<file path="src/rtl/div_seq_32.sv">
// Sequential unsigned 32-bit restoring divider: one trial subtraction per clock
// through a ripple full_sub_32, valid/ready handshakes on operands and results.

module full_sub_1 (
  input  logic x,
  input  logic y,
  input  logic bin,
  output logic d,
  output logic bout
);
  assign d    = x ^ y ^ bin;
  assign bout = (~x & y) | (~(x ^ y) & bin);
endmodule

module full_sub_32 (
  input  logic [31:0] x,
  input  logic [31:0] y,
  input  logic        bin,
  output logic [31:0] d,
  output logic        bout
);
  logic [32:0] b;
  assign b[0] = bin;
  assign bout = b[32];

  for (genvar i = 0; i < 32; i++) begin : g_bit
    full_sub_1 u_fs (.x(x[i]), .y(y[i]), .bin(b[i]), .d(d[i]), .bout(b[i+1]));
  end
endmodule

module div_seq_32 #(
  parameter int unsigned      WIDTH  = 32,
  parameter logic [WIDTH-1:0] DIV0_Q = 32'hFFFF_FFFF
) (
  input  logic             clk,
  input  logic             rst_n,
  input  logic             in_valid,
  output logic             in_ready,
  input  logic [WIDTH-1:0] dividend,
  input  logic [WIDTH-1:0] divisor,
  output logic             out_valid,
  input  logic             out_ready,
  output logic [WIDTH-1:0] quotient,
  output logic [WIDTH-1:0] remainder,
  output logic             div_by_zero
);
  localparam logic [1:0] IDLE = 2'd0;
  localparam logic [1:0] CALC = 2'd1;
  localparam logic [1:0] DONE = 2'd2;

  logic [1:0]       state;
  logic [WIDTH-1:0] dvsr, rem, q;
  logic [4:0]       cnt;
  logic [WIDTH:0]   shifted;
  logic [WIDTH-1:0] d;
  logic             bout, take;
  logic [WIDTH-1:0] rem_nxt, q_nxt;

  assign in_ready  = (state == IDLE);
  assign out_valid = (state == DONE);

  assign shifted = {rem, q[WIDTH-1]};

  full_sub_32 u_sub (.x(shifted[WIDTH-1:0]), .y(dvsr), .bin(1'b0), .d(d), .bout(bout));

  // A set bit 32 means the partial remainder already exceeds any 32-bit divisor;
  // the low 32 bits of the difference are still exact in that case.
  assign take    = shifted[WIDTH] | ~bout;
  assign rem_nxt = take ? d : shifted[WIDTH-1:0];
  assign q_nxt   = {q[WIDTH-2:0], take};

  always_ff @(posedge clk) begin
    if (!rst_n) begin
      state       <= IDLE;
      quotient    <= '0;
      remainder   <= '0;
      div_by_zero <= 1'b0;
      cnt         <= '0;
      dvsr        <= '0;
      rem         <= '0;
      q           <= '0;
    end else begin
      case (state)
        IDLE: if (in_valid) begin
          if (divisor == '0) begin
            quotient    <= DIV0_Q;
            remainder   <= dividend;
            div_by_zero <= 1'b1;
            state       <= DONE;
          end else begin
            dvsr  <= divisor;
            rem   <= '0;
            q     <= dividend;
            cnt   <= '0;
            state <= CALC;
          end
        end
        CALC: begin
          rem <= rem_nxt;
          q   <= q_nxt;
          cnt <= cnt + 5'd1;
          if (cnt == 5'd31) begin
            quotient    <= q_nxt;
            remainder   <= rem_nxt;
            div_by_zero <= 1'b0;
            state       <= DONE;
          end
        end
        DONE: if (out_ready) state <= IDLE;
        default: state <= IDLE;
      endcase
    end
  end
endmodule
</file>
<file path="config.mk">
export PLATFORM = sky130hd
export DESIGN_NAME = div_seq_32
export DESIGN_NICKNAME = d
export VERILOG_FILES = /design/src/rtl/div_seq_32.sv
export SDC_FILE = /design/constraint.sdc
export NUM_CORES = 1
export LEC_CHECK = 0
export CORE_UTILIZATION = 46
export DETAILED_ROUTE_END_ITERATION = 6
export PLACE_DENSITY_LB_ADDON = 0.2
export SYNTH_ARGS = -nofsm -noshare
export SYNTH_HDL_FRONTEND = slang
export SYNTH_SLANG_ARGS = --single-unit
export TNS_END_PERCENT = 20
</file>
<file path="constraint.sdc">
create_clock -name clk -period 36.7 [get_ports clk]
set_clock_uncertainty 0.2 [all_clocks]
set_input_delay 7.34 -clock clk [delete_from_list [all_inputs] [get_ports clk]]
set_output_delay 7.34 -clock clk [all_outputs]
set_load 0.005 [all_outputs]
</file>
==> summary.txt, run 1 <==
Timing
  • RSZ-0062 raised after global routing: false
  • Fin crit share: 0.456
  • Slew margin rel.: 0.260
  • Crit path time final: ~17 ns
  • Final Hold Viols: 0
  • Setup TNS: 0 ns
  • Fin. max-slew vios: 0
  • Maximum clock frequency: roughly 60 MHz
  • Fin Hold WS: between 0.2 and 0.3 ns
  • Least-Margin Pin Slew: between 1 and 1.5 ns
  • Final setup vio count: 0

CTS
  • CTS Sinks: between 150 and 200
  • Post-CTS sizing: 0
  • CTS Buf Count: 17
  • Root buf cell: clkbuf_16
  • Clk slew on worst S/H paths: roughly 0.06 ns
  • Clock tree from TritonCTS: done
  • Bufs on Longest Clock Path: 2
  • Worst skew pair latency: between 0.4 and 0.5 ns
  • Post-CTS Setup Bufs: 0
  • H-tree depth: 4
  • CTS hold repair buffers: 0

Placed design
  • Global placement routability congestion: roughly 0.84
  • PortBufs: 134
  • DP Wirelength: between 10,000 and 15,000 um
  • Inst Count DP: around 1,100

Logic synthesis
  • Number of flops mapped to enable cells by yosys: 0
  • Netlist cell types: 29
  • Synth Cell Area: about 0.0075 sq mm
  • Synthesized net count: between 800 and 900
  • Number of synthesized register bits: 168
  • Syn_area_per_cell: approximately 9.8 sq um
  • Async SR Flop Fraction: 0
  • Ys Warns: 0
  • Sequential-to-total area share from yosys stat: 0.448
  • Top_reg_cell synth: dfxtp_1
  • Synth Instances: about 770

Critical path
  • Worst-path maximum fanout: 66
  • Max incr delay on CP: between 0.7 and 0.8 ns
  • Crit path buffers/inverters: 1
  • CP top delay family: adder cells
  • CP startpoint: q[31]
  • Worst r2r src: q[31]
  • CP Capture Type: register
  • Crit path arrival time: 16.91 ns
  • Master of the slowest instance on the critical path: nand2b_2
  • Required time worst endpoint: roughly 37 ns
  • Most common cell on crit path: fa_1
  • Kind of critical path: reg2reg
  • Startpoint Class: register

Route
  • Wirelength per Cell: approximately 17 um
  • Remaining DRCs: 0
  • Routed vias/inst: 5.58
  • Detailed Route Iter0 Violations: between 400 and 500
  • Via count: 6,062
  • Drt pass-1 iters: 5
  • Detail Route Antenna Nets: 0
  • Post-Route WL: 18,700 um

Power and ir drop
  • Leakage power: between 3 and 4 nW
  • Peak supply drop: 0.0411 mV
  • Power Dens Cells: roughly 63 mW/mm^2

Layout
  • FF+latch area: between 0.003 and 0.004 sq mm
  • Fin cells: about 1,100
  • Diodes inserted: 0
  • Most common cell after layout, fill and taps aside: dfxtp_1
  • Area of the multi-input gates: between 0.003 and 0.004 sq mm
  • Filler Cell Count: ~1,300
  • Share of layout cells above drive strength 1: 0.0861
  • Area growth syn-to-layout: 26.8%
  • Final core occ: 0.599
  • Nets@finish: roughly 960
  • Most frequent cells in the layout: 168 x dfxtp_1, 133 x clkdlybuf4s50_1, 105 x nand2_1

Die
  • Die area: roughly 0.017 sq mm
  • Vert. Die Dim: between 100 and 150 um
  • Core area: around 0.016 sq mm
  • Initial core utilization: 0.473
  • Die width: ~130 um
  • Std cell rows: 46
  • IO Count: about 140

Global route
  • GRT overflow: 0
  • Overall Global Routing Usage: 0.225
  • First-pass GRT wire length: 29,100 um
  • Vias in the first global route: ~5,500
  • Largest net degree at the start of global routing: 97
  • Antenna violations before repair: 0

Min path
  • Hold_sp: rem[31]
  • Worst hold path type: reg2reg

Run
  • Max-cap violations: 0

Outcome
  • Outcome: complete, no violations
## kinds of logic after synthesis
logic type / synth area share
simple gates: 0.0965
xor+xnor: 0.00233
buf+inv: 0.0538
compound gates: 0.226
mux: 0.0853
flops: 0.448
fa+ha+maj: 0.0877
## registers in the layout, summed over array words and instances (netlist names)
| signal | flops |
|---|---|
| dvsr | 32 |
| rem | 32 |
| div_by_zero | 1 |
| q | 32 |
| state | 2 |
| cnt | 5 |
| quotient | 32 |
| remainder | 32 |
## area by class of cell
type	count	share of cell area
Tap cell	216	0.0284
Timing Repair Buffer	142	0.147
Sequential cell	168	0.353
Inverter	34	0.0134
Multi-Input combinational cell	496	0.395
Clock inverter	6	0.00920
Clock buffer	25	0.0541
## report_power, final
| part | internal [W] | switching [W] | total (W) | leakage, nW |
|---|---|---|---|---|
| Combinational | 0.0000750 | 0.000133 | 0.000208 | 2.29 |
| Sequential | 0.000199 | 0.0000135 | 0.000213 | 1.37 |
| Clock | 0.000111 | 0.0000694 | 0.000180 | 0.288 |
| Total | 0.000385 | 0.000215 | 0.000601 | 3.95 |
## final timing paths
check	end	slack, ns	depth (start not counted)
setup reg to reg	remainder[22]	19.95	37
hold reg to reg	rem[31]	0.28	2
hold / removal	rem[31]	0.28	2
setup / recovery	remainder[22]	19.95	37
## per-layer routing
layer	global-route usage	vias to the layer above	part of all wire
met4	0.0718	0	0.016
met1	0.321	2922	0.47
met2	0.342	194	0.45
met3	0.0463	26	0.056
li1	-	2920	-
met5	0	-	0
## per-stage QoR
stage,power [W],setup slack (ns),instance area [sq um]
2_1_floorplan,0.000369,20.77,7510
3_3_place_gp,0.000413,19.99,8920
3_5_place_dp,0.000421,19.89,8920
4_1_cts,0.000604,19.82,9520
5_1_grt,0.000643,19.27,9520
6_report,0.000601,19.95,9520
## cells in the mapped netlist (32+ instances only)
library cell    n  area share
clkbuf_1       46       0.023
nor2b_1        34       0.028
o221a_2        32       0.048
mux2i_1        64       0.085
dfxtp_1       168        0.45
nand2_1       105       0.052
o21ai_0        68       0.045
o22ai_1        32       0.027
a21oi_1        33       0.022
o211a_1        33       0.044
o211ai_1       33       0.033
inv_1          34       0.017
## worst reg2reg max path, delay by kind of cell (launching register included)
family                   cells  cell delay [ns]
adder cells (fa/ha/maj)     32            14.55
AO/OA/AOI/OAI                3             0.83
AND/OR/NAND/NOR              1             0.74
flip-flops                   1             0.35
buffers and inverters        1             0.05
Power figures use the tool's default switching activity.
==> run 2, diff against run 1 <==
==> constraint.sdc (replaced) <==
create_clock -name clk -period 15.83 [get_ports clk]
set_clock_uncertainty 0.2 [all_clocks]
set_input_delay 3.166 -clock clk [delete_from_list [all_inputs] [get_ports clk]]
set_output_delay 3.166 -clock clk [all_outputs]
set_load 0.005 [all_outputs]
==> run 2 against run 1 <==
Die area stayed put; first-iteration DRC count rose by 33%; flip-flop and latch count is the same; global-route usage is 1.0 points higher; non-clock buffer count increased by 33; wire length grew 3.5%; fmax grew 9.4%; sequential power rose by 130%; largest power group is now combinational cells.
==> summary.txt, run 2 (synthesized netlist as in run 1, its figures left out) <==
Route
  • Via count: 6,151
  • Detail Route Antenna Nets: 0
  • Wirelength per Cell: 17.2 um
  • Drt pass-1 iters: 7
  • Detailed Route Iter0 Violations: about 570
  • Post-Route WL: just under 20,000 um
  • Remaining DRCs: 0
  • Routed vias/inst: about 5.5

Global route
  • First-pass GRT wire length: between 30,000 and 40,000 um
  • GRT overflow: 0
  • Vias in the first global route: approximately 5,700
  • Overall Global Routing Usage: 0.235
  • Antenna violations before repair: 0
  • Largest net degree at the start of global routing: 110

Timing
  • Final setup vio count: 0
  • Maximum clock frequency: 65.3 MHz
  • Setup ws final: roughly 0.52 ns
  • Fin Hold WS: approximately 0.29 ns
  • Final Hold Viols: 0
  • Crit path time final: roughly 15 ns
  • Least-Margin Pin Slew: roughly 1.1 ns
  • Fin. max-slew vios: 0
  • Slew margin rel.: 0.232
  • Fin crit share: 0.967
  • RSZ-0062 raised after global routing: false

Critical path
  • CP startpoint: q[31]
  • Startpoint Class: register
  • RR Endpoint: remainder[3]
  • Master of the slowest instance on the critical path: fa_1
  • Kind of critical path: reg2reg
  • Internal reg-to-reg setup slack: roughly 0.52 ns
  • Required time worst endpoint: roughly 16 ns
  • Most common cell on crit path: fa_1
  • Crit path arrival time: about 15 ns
  • CP Capture Type: register
  • R2R depth: 39
  • Worst-path maximum fanout: 21
  • Max incr delay on CP: around 0.47 ns
  • Worst r2r src: q[31]
  • End point of the critical path: remainder[3]

Die
  • Std cell rows: 46
  • Die area: about 0.017 sq mm
  • Core area: roughly 0.016 sq mm
  • Die width: about 130 um
  • Initial core utilization: 0.473
  • IO Count: ~140
  • Vert. Die Dim: roughly 130 um

Layout
  • Diodes inserted: 0
  • Nets@finish: 994
  • Area growth syn-to-layout: 32.0%
  • Filler Cell Count: 1,296
  • Most common cell after layout, fill and taps aside: dfxtp_1
  • Most frequent cells in the layout: 168 x dfxtp_1, 133 x clkdlybuf4s50_1, 105 x nand2_1
  • Share of layout cells above drive strength 1: 0.138

Power and ir drop
  • Seq pwr share: 0.295
  • Clock network power share: 0.273
  • P_sw: 0.000560 W
  • Peak supply drop: just over 0.09 mV
  • Leakage power: ~4.1 nW
  • Switch share: 0.334
  • Comb pwr share: 0.432
  • Power Dens Cells: about 170 mW/mm^2
  • Int Power: 0.00111 W
  • Final Power: around 0.0017 W

CTS
  • H-tree depth: 4
  • Post-CTS Setup Bufs: 0
  • Clock tree from TritonCTS: done
  • CTS hold repair buffers: 0
  • Bufs on Longest Clock Path: 2
  • Clk slew on worst S/H paths: approximately 0.060 ns
  • CTS Buf Count: 17
  • Root buf cell: clkbuf_16
  • Worst skew pair latency: 0.43 ns
  • CTS Sinks: 168

Placed design
  • DP Wirelength: between 10,000 and 15,000 um
  • PortBufs: roughly 130
  • Global placement routability congestion: roughly 0.79
  • Setup WS pre-CTS: -0.444 ns

Min path
  • Worst hold path stage count: 2
  • Worst hold path type: reg2reg

Outcome
  • Outcome: complete, no violations

Run
  • Max-cap violations: 0
## run 2: what timing repair did
action                                  CTS  global route
cloned                                    1             0
gates resized for setup                  15             6
endpoints found under the setup margin   66            65
## run 2: stage by stage
stage	area [sq um]	instances	TNS, ns	utilization
4_1_cts	9900	1121	0	0.623
3_3_place_gp	9170	1088	-9.33	0.577
5_1_grt	9910	1121	0	0.624
6_report	9910	1121	0	0.624
3_5_place_dp	9170	1088	-20.59	0.577
2_1_floorplan	7510	766	0	-
## run 2: area by class of cell
type	count	area (sq um)	area share
Sequential cell	168	3360	0.339
Tap cell	216	270	0.0273
Multi-Input combinational cell	496	3800	0.384
Timing Repair Buffer	175	1690	0.171
Clock buffer	21	460	0.0464
Inverter	34	128	0.0129
Clock inverter	11	195	0.0197
## run 2: how the worst min path moves through the flow
stage / start / endpoint
2_1_floorplan: rem[31] / rem[31]
3_3_place_gp: rem[31] / rem[31]
3_5_place_dp: rem[31] / rem[31]
4_1_cts: rem[24] / rem[24]
5_1_grt: rem[2] / rem[2]
6_report: rem[9] / rem[9]
## run 2: metal layers
metal	part of all wire	track usage	routed length, um
met5	0	0	0
met4	0.021	0.0917	398
met3	0.051	0.0418	982
met2	0.46	0.364	8880
met1	0.47	0.328	9040
## run 2: power by group through the flow
| stage | clock (W) | combinational (W) | sequential, W |
|---|---|---|---|
| floorplan | 0 | 0.000368 | 0.000491 |
| global placement | 0 | 0.000638 | 0.000498 |
| detailed placement | 0 | 0.000653 | 0.000500 |
| CTS | 0.000462 | 0.000719 | 0.000492 |
| global route | 0.000480 | 0.000800 | 0.000498 |
| finish | 0.000458 | 0.000722 | 0.000494 |
## run 2: critical path: cells and delay by family (launching register included)
family / cells / cell delay, ns
adder cells (fa/ha/maj): 32 / 13.73
AO/OA/AOI/OAI: 3 / 0.38
buffers and inverters: 2 / 0.35
flip-flops: 1 / 0.33
AND/OR/NAND/NOR: 2 / 0.19
==> run 3, diff against run 2 <==
==> constraint.sdc (replaced) <==
create_clock -name clk -period 13.4 [get_ports clk]
set_clock_uncertainty 0.2 [all_clocks]
set_input_delay 2.68 -clock clk [delete_from_list [all_inputs] [get_ports clk]]
set_output_delay 2.68 -clock clk [all_outputs]
set_load 0.005 [all_outputs]
==> run 3 against run 2 <==
The flow now finishes with violations (setup timing); non-clock buffer count is 10 higher; final cell count rose by 0.89%; sequential power rose by 20%; first-iteration DRC count down 9.5%; power increased by 40%; fmax increased by 12%; utilization up 2.5 points; largest power group unchanged; highest routed layer unchanged.
==> summary.txt, run 3 (synthesized netlist as in run 1, its figures left out) <==
Power and ir drop
  • Comb pwr share: 0.551
  • Final Power: approximately 0.0023 W
  • P_sw: about 0.00086 W
  • Clock network power share: 0.197
  • Leakage power: ~4.2 nW
  • Seq pwr share: 0.252
  • Switch share: 0.365
  • Power Dens Cells: 228 mW/mm^2
  • Int Power: roughly 0.0015 W
  • Peak supply drop: approximately 0.12 mV

Route
  • Post-Route WL: ~21,000 um
  • Detailed Route Iter0 Violations: 517
  • Detail Route Antenna Nets: 0
  • Drt pass-1 iters: 5
  • Remaining DRCs: 0
  • Routed vias/inst: about 5.7
  • Wirelength per Cell: about 18 um
  • Via count: 6,404

Die
  • Std cell rows: between 40 and 50
  • Die width: around 130 um
  • Initial core utilization: 0.473
  • Core area: approximately 0.016 sq mm
  • Die area: 0.0168 sq mm
  • IO Count: approximately 140
  • Vert. Die Dim: roughly 130 um

CTS
  • Bufs on Longest Clock Path: 2
  • Root buf cell: clkbuf_16
  • CTS Buf Count: 17
  • CTS Sinks: around 170
  • Clock tree from TritonCTS: done
  • H-tree depth: 4
  • Worst skew pair latency: 0.43 ns
  • Clk slew on worst S/H paths: ~0.06 ns

Outcome
  • Outcome: complete, but fails checks
  • Failing checks: setup timing

Layout
  • Fin cells: 1,131
  • Share of layout cells above drive strength 1: 0.223
  • Final core occ: 0.649
  • Area growth syn-to-layout: 37.3%
  • Nets@finish: about 1,000
  • Most common cell after layout, fill and taps aside: dfxtp_1
  • Most frequent cells in the layout: 167 x dfxtp_1, 133 x clkdlybuf4s50_1, 96 x nand2_1
  • Diodes inserted: 0
  • Fin area: approximately 0.010 sq mm

Timing
  • Maximum clock frequency: roughly 73 MHz
  • Final Hold Viols: 0
  • RSZ-0062 raised after global routing: true
  • Least-Margin Pin Slew: between 1 and 1.5 ns
  • Slew margin rel.: 0.0658
  • Fin. max-slew vios: 0
  • Crit path time final: 13.62 ns
  • Setup ws final: -0.217 ns
  • Final setup vio count: 63
  • Fin crit share: 1.02

Global route
  • Antenna violations before repair: 0
  • Vias in the first global route: approximately 6,100
  • First-pass GRT wire length: 32,100 um
  • Overall Global Routing Usage: 0.249
  • GRT overflow: 0
  • Largest net degree at the start of global routing: 94

Min path
  • Worst hold path type: reg2reg

Critical path
  • Max incr delay on CP: about 0.4 ns
  • Required time worst endpoint: about 14 ns
  • CP Capture Type: register
  • Worst-path maximum fanout: 6
  • Most common cell on crit path: fa_2
  • Startpoint Class: register
  • Kind of critical path: reg2reg
  • Master of the slowest instance on the critical path: fa_2
  • Crit path arrival time: roughly 14 ns

Run
  • Max-cap violations: 0

Placed design
  • Area post-placement: around 0.0092 sq mm
  • Inst Count DP: roughly 1,100
  • PortBufs: between 100 and 150
  • DP Wirelength: between 10,000 and 15,000 um
  • Global placement routability congestion: between 0.7 and 0.8
[run 3: cell count changes in the layout (fill, tap and decap cells not counted), moves of 4 or more]
cell	previous run	this run
buf_16	0	4
bufinv_16	5	1
fa_1	16	0
fa_2	15	31
nand2_1	105	96
nand2_4	0	6
o21ai_0	65	34
o21ai_2	1	31
o22ai_1	32	24
o22ai_2	0	8
[run 3: worst paths after layout]
check / from / end / slack, ns / depth (start not counted)
worst max-delay path: q[31] / remainder[29] / -0.22 / 40
worst min-delay path: rem[31] / rem[31] / 0.29 / 2
worst max register to register: q[31] / remainder[29] / -0.22 / 40
worst min register to register: rem[31] / rem[31] / 0.29 / 2
[run 3: metrics by stage]
stage / hold slack, ns / setup TNS (ns) / setup slack, ns
floorplan: 0.243 / 0 / 0.0250
global placement: 0.262 / -11.63 / -0.273
CTS: 0.281 / -11.77 / -0.251
detailed placement: 0.268 / -18.93 / -0.401
global route: 0.311 / -31.52 / -0.591
finish: 0.289 / -7.63 / -0.217
[run 3: power groups by stage]
stage | registers (W) | clock network, W | logic (W)
3_3_place_gp | 0.000590 | 0 | 0.000770
6_report | 0.000591 | 0.000463 | 0.00130
2_1_floorplan | 0.000580 | 0 | 0.000490
3_5_place_dp | 0.000592 | 0 | 0.000791
5_1_grt | 0.000597 | 0.000488 | 0.00139
4_1_cts | 0.000585 | 0.000469 | 0.00110
[run 3: final cells by class]
class | count | area, sq um
Inverter | 34 | 128
Timing Repair Buffer | 185 | 1910
Tap cell | 216 | 270
Fill cell | 1281 | 5580
Sequential cell | 168 | 3360
Clock buffer | 17 | 425
Clock inverter | 15 | 130
Multi-Input combinational cell | 496 | 4080
[run 3: metal layers]
layer / vias up / share of wire / wire, um / track usage
li1: 3025 / - / - / -
met2: 197 / 0.47 / 9750 / 0.390
met5: - / 0 / 0 / 0
met1: 3146 / 0.47 / 9690 / 0.343
met3: 36 / 0.045 / 945 / 0.0426
met4: 0 / 0.021 / 436 / 0.101
[run 3: repair_timing]
action,CTS,global route
pin swaps,3,8
setup buffers,6,0
gates cloned,4,3
gates resized for setup,55,51
hold buffers,0,0
setup endpoints to repair,66,66
[run 3: worst max-delay path, delay by kind of cell, from the launching register on]
kind                       cells  cell delay [ns]
AOI/OAI and AO/OA              3             0.43
adders and majority gates     32            12.00
buffers and inverters          3             0.30
DFF                            1             0.34
and+or+nand+nor                2             0.20
